<file path="config.mk">
export PLATFORM = sky130hd
export DESIGN_NAME = reg_file_rw
export DESIGN_NICKNAME = d
export VERILOG_FILES = /design/src/rtl/reg_file_rw.sv
export SDC_FILE = /design/constraint.sdc
export NUM_CORES = 2
export LEC_CHECK = 0
export CORE_UTILIZATION = 36
export DETAILED_ROUTE_END_ITERATION = 16
export PLACE_DENSITY = 0.57
export SLEW_MARGIN = 10
export SYNTH_ARGS = -nofsm -noshare
export SYNTH_HDL_FRONTEND = slang
export SYNTH_SLANG_ARGS = --single-unit
</file>
<file path="constraint.sdc">
create_clock -name clk -period 3.6 [get_ports clk]
set_input_delay 0.72 -clock clk [delete_from_list [all_inputs] [get_ports clk]]
set_output_delay 0.72 -clock clk [all_outputs]
set_load 0.05 [all_outputs]
</file>
<file path="src/rtl/reg_file_rw.sv">
// reg_file_rw: 2**DEPTH_LOG2 x WIDTH register file with hardwired x0,
// two operand reads, a link (x31) read, a debug read and write tracking.
//
// Ports:
//   clk, rst_n           clock, asynchronous active-low reset
//   we, wr_index, wr_data
//                        write-back port; commits on the rising edge
//   rd_index1/rd_data1   operand A read (combinational, optional bypass)
//   rd_index2/rd_data2   operand B read (combinational, optional bypass)
//   ra_data              register 31 read (same bypass rule)
//   dbg_index/dbg_data   stored-value debug read, never bypassed
//   last_wr_index/last_wr_data
//                        most recent committed write
//   wr_count             committed writes since reset, wraps
module reg_file_rw #(
    parameter int WIDTH      = 32,
    parameter int DEPTH_LOG2 = 5,
    parameter int BYPASS     = 1,
    parameter int CNT_W      = 16
) (
    input  logic                  clk,
    input  logic                  rst_n,
    input  logic                  we,
    input  logic [DEPTH_LOG2-1:0] wr_index,
    input  logic [WIDTH-1:0]      wr_data,
    input  logic [DEPTH_LOG2-1:0] rd_index1,
    input  logic [DEPTH_LOG2-1:0] rd_index2,
    output logic [WIDTH-1:0]      rd_data1,
    output logic [WIDTH-1:0]      rd_data2,
    output logic [WIDTH-1:0]      ra_data,
    input  logic [DEPTH_LOG2-1:0] dbg_index,
    output logic [WIDTH-1:0]      dbg_data,
    output logic [DEPTH_LOG2-1:0] last_wr_index,
    output logic [WIDTH-1:0]      last_wr_data,
    output logic [CNT_W-1:0]      wr_count
);

    localparam int DEPTH = 1 << DEPTH_LOG2;
    localparam logic [DEPTH_LOG2-1:0] RA_IDX = DEPTH_LOG2'(31);

    logic [WIDTH-1:0] regs [DEPTH];
    logic             commit;

    // Writes to x0 are dropped entirely: no store, no tracking update.
    assign commit = we && (wr_index != '0);

    always_ff @(posedge clk or negedge rst_n) begin
        if (!rst_n) begin
            for (int i = 0; i < DEPTH; i++) begin
                regs[i] <= '0;
            end
            last_wr_index <= '0;
            last_wr_data  <= '0;
            wr_count      <= '0;
        end else if (commit) begin
            regs[wr_index] <= wr_data;
            last_wr_index  <= wr_index;
            last_wr_data   <= wr_data;
            wr_count       <= wr_count + CNT_W'(1);
        end
    end

    // Forward this cycle's write data when the read hits the write target.
    // commit already excludes x0, so x0 reads always come from storage (0).
    function automatic logic [WIDTH-1:0] rd_port(
        input logic [DEPTH_LOG2-1:0] idx,
        input logic [WIDTH-1:0]      stored
    );
        if ((BYPASS != 0) && commit && (idx == wr_index)) begin
            return wr_data;
        end
        return stored;
    endfunction

    assign rd_data1 = rd_port(rd_index1, regs[rd_index1]);
    assign rd_data2 = rd_port(rd_index2, regs[rd_index2]);
    assign ra_data  = rd_port(RA_IDX, regs[RA_IDX]);
    assign dbg_data = regs[dbg_index];

endmodule

</file>
==> results.yml <==
outcome:
  status: "complete, but fails checks"
  violations: "setup timing"
placed_design:
  hpwl_um: 156000
  placed_cells: 6689
  portBuffers: 235
  gp_congestion: 0.899
global_route:
  grt_pass1_vias: 45200
  track_usage_pct: 26.5
  grt_max_degree: 85
  antenna_found_initial: 3
  grt.overflow.total: 0
  grt_first_pass_wirelength_um: 340000
critical_path:
  crit_family: "buffers and inverters"
  rr_worst_depth: 5
  regToRegStartpoint: "wr_count[1]$_DFFE_PN0P_"
  cp-endpoint: "rd_data2[14]"
  cp_slowest_cell: "or4_4"
  worst_setup_path_start_kind: "input pin"
  startpoint: "wr_index[2]"
  cp_max_fo: 10
  worstReg2RegEnd: "wr_count[8]$_DFFE_PN0P_"
  crit_required_ns: 2.88
  worst_setup_path_end_kind: "primary output"
  critPathBufInv: 5
  crit_chain: "dlygate4sd2_1, buf_4, xor2_1, nor4_4, buf_6, buf_4, or4_4, o211a_1, buf_6"
  arrival_ns: 2.91
  crit_path_max_incr_delay_ns: 0.53
  path_class: "input pin to primary output"
  r2r_setup_slack_ns: 2.10
  cp.depth: 9
timing:
  max_freq_mhz: 275
  tightest_slew_ns: 0.964
  relSlewSlack_pct: 35.8
  period_share_pct: 101
  finalCriticalPeriod_ns: 3.63
  setup_viol: 2
  worst_slack_ns: -0.0339
  skew_ns: 0.00268
  slew_viol_final: 0
  hold_violations: 0
clock_network:
  cts.clk_slew.worst_paths_ns: 0.06
  clock_path_buffers: 3
  h-tree-depth: 4
  clock_latency_ns: 0.76
  cts_buffers: 131
  tritoncts: "built"
  cts.sinks: 1077
  cts_hold_buf: 0
  root_buffer: "clkbuf_16"
synthesis:
  async_flop_share_pct: 100
  synthTopCellsByArea: "dfrtp_1 (42%), mux4_2 (29%), mux2_2 (19%)"
  ys.warnings.count: 0
  synth_area_leader_cell: "dfrtp_1"
  synth_seq_cells: 1077
  syn_nets: 4211
  synthDominantCellAreaShare_pct: 42.3
  syn_area_per_cell_sq_um: 15.3
  synth_cell_types: 39
  synth_enable_flop_cells: 0
  syn_inst: 4155
  ys.flop_type: "dfrtp_1"
  syn_area_sq_um: 63800
  ys_seq_area_share_pct: 42.3
finish:
  drive_gt1_share_pct: 62.8
  fin_cells: 6988
  utilization_pct: 45.6
  fin_nets: 4605
  fillers: 15400
  area_delta_synth_final_pct: 25.8
floorplan:
  rows: 154
  core_area_sq_um: 176000
  fp.dieW_um: 423
  start_util_pct: 36.2
  die_h_um: 423
  io_pins: 236
  die_area_sq_um: 179000
detailed_routing:
  drc_errors: 0
  dr.pass1.iters: 5
  viasPerCell: 6.32
  vias: 44200
  wl_per_cell_um: 34.0
  drtAntennaViolNets: 0
  drt_iter0_markers: 4500
  wl_um: 237000
pwr:
  ir_worst_vdd_uv: 358
  p_per_area_nw_per_um2: 533
  power.leakage_uw: 0.0335
worst_hold_path:
  hold_class: "input pin to async pin"
job:
  maxCapViolations: 0
synthesized netlist by cell type (2+ instances only):
master    number
a22o_1         2
and3_1         5
and3b_1        2
and4_1         5
buf_1         97
buf_2         94
buf_4         69
buf_6          7
clkbuf_1     235
dfrtp_1     1077
mux2_2      1056
mux2i_1        5
mux4_2       830
nand2_1      196
nand2b_1       2
nand3_1       15
nand3b_1      11
nand4_1        5
nor2_1        19
nor3b_1        3
o21ai_0       63
o22ai_1      252
or3_1          2
or3b_2         2
or4_1         64
xnor2_1       20
xor2_1         5
sequential cells by signal, indices dropped and copies added, names as in the netlist:
signal / flops
wr_count: 16
regs: 1024
last_wr_index: 5
last_wr_data: 32
through the flow:
stage / hold WS, ns / setup slack [ns] / cell area, sq um / power (uW) / setup TNS, ns
6_report: 0.0255 / -0.0339 / 80200 / 42700 / -0.0359
5_1_grt: 0.0562 / -0.00265 / 80200 / 44300 / -0.00486
4_1_cts: 0.0319 / -0.0448 / 79700 / 42800 / -0.328
3_5_place_dp: 0.402 / -0.516 / 73900 / 28600 / -18.22
3_3_place_gp: 0.395 / -0.528 / 73900 / 28400 / -18.37
2_1_floorplan: 0.424 / 0.0500 / 63800 / 24100 / 0
area by class of cell:
class	count	area, sq um	share of cell area (%)
multi-input combinational	2576	35500	44.2
clock inverter	44	618	0.770
antenna	2	5.00	0.00624
timing repair buffer	763	10400	13.0
sequential	1077	27000	33.6
tap	2340	2930	3.65
clock buffer	186	3830	4.78
timing repair:
action	in CTS	in global routing
pin swaps	18	8
buffers inserted	27	24
endpoints found under the setup margin	79	46
cloned	13	5
gates resized for setup	190	46
worst register-to-register path, cell delays in order (launching register included):
cell and delay [ns]:
dfrtp_1 0.45, ha_1 0.22, and3_1 0.15, and4_1 0.32, nand3_1 0.12, xnor2_1 0.13
report_power, final:
group          leakage [uW]  internal (uW)  switching [uW]
sequential           0.0138          14400            2210
clock               0.00219           8290            5580
combinational        0.0175           6980            5310
total                0.0335          29600           13100
per-layer routing:
metal  vias up  track usage (%)  share of wire (%)
li1      17500                -                  -
met1     24000             34.7                 39
met2      2196             42.2                 48
met3       537             4.39                7.2
met4         0             14.0                6.0
met5         -                0                  0
cells in the final DEF, fill, tap and decap left out, types with 6 or more instances in the layout:
cell type        netlist  layout
or4_4                  0      37
o22ai_1              252     247
bufinv_16              0      12
o21ai_2                0      39
mux4_2               830     830
nand3b_1              11      11
clkdlybuf4s50_1        0      85
nand3_1               15       8
clkbuf_8               0      24
buf_6                  7      30
nor2_1                19       6
buf_4                 69     298
buf_16                 0      17
or4_1                 64      27
xnor2_1               20      17
nand2_1              196     179
o21ai_4                0      22
dfrtp_1             1077    1074
clkbuf_1             235      26
nand2_2                0       9
mux2_4                 0       8
clkinv_2               0      17
nor2_4                 0      13
mux2_2              1056    1048
buf_8                  0       7
buf_12                 0     305
nand2_4                0       7
clkbuf_16              0     141
logic make-up (layout without fill, tap and decap cells):
kind of cell / count (synthesis) / in the layout / share of synthesized area [%]
AOI/OAI and AO/OA: 323 / 323 / 3.08
xor gates and xnor gates: 25 / 25 / 0.343
adders and majority gates: 1 / 1 / 0.0196
muxes: 1891 / 1891 / 48.0
buffers and inverters: 502 / 993 / 3.63
other: 0 / 2 / 0
and+or+nand+nor: 336 / 336 / 2.62
DFF: 1077 / 1077 / 42.3
how the worst min path moves through the flow:
| stage | from | end | slack [ns] | cells after the start |
|---|---|---|---|---|
| final | rst_n | regs[47]$_DFFE_PN0P_ | 0.03 | 1 |
| after global routing | rst_n | regs[428]$_DFFE_PN0P_ | 0.06 | 1 |
| after CTS | rst_n | regs[143]$_DFFE_PN0P_ | 0.03 | 1 |
| after detailed placement | regs[999]$_DFFE_PN0P_ | regs[999]$_DFFE_PN0P_ | 0.40 | 0 |
| after global placement | regs[992]$_DFFE_PN0P_ | regs[992]$_DFFE_PN0P_ | 0.40 | 0 |
| after floorplan | rst_n | last_wr_data[0]$_DFFE_PN0P_ | 0.42 | 0 |
No activity file was read; power rests on OpenSTA's default activity.
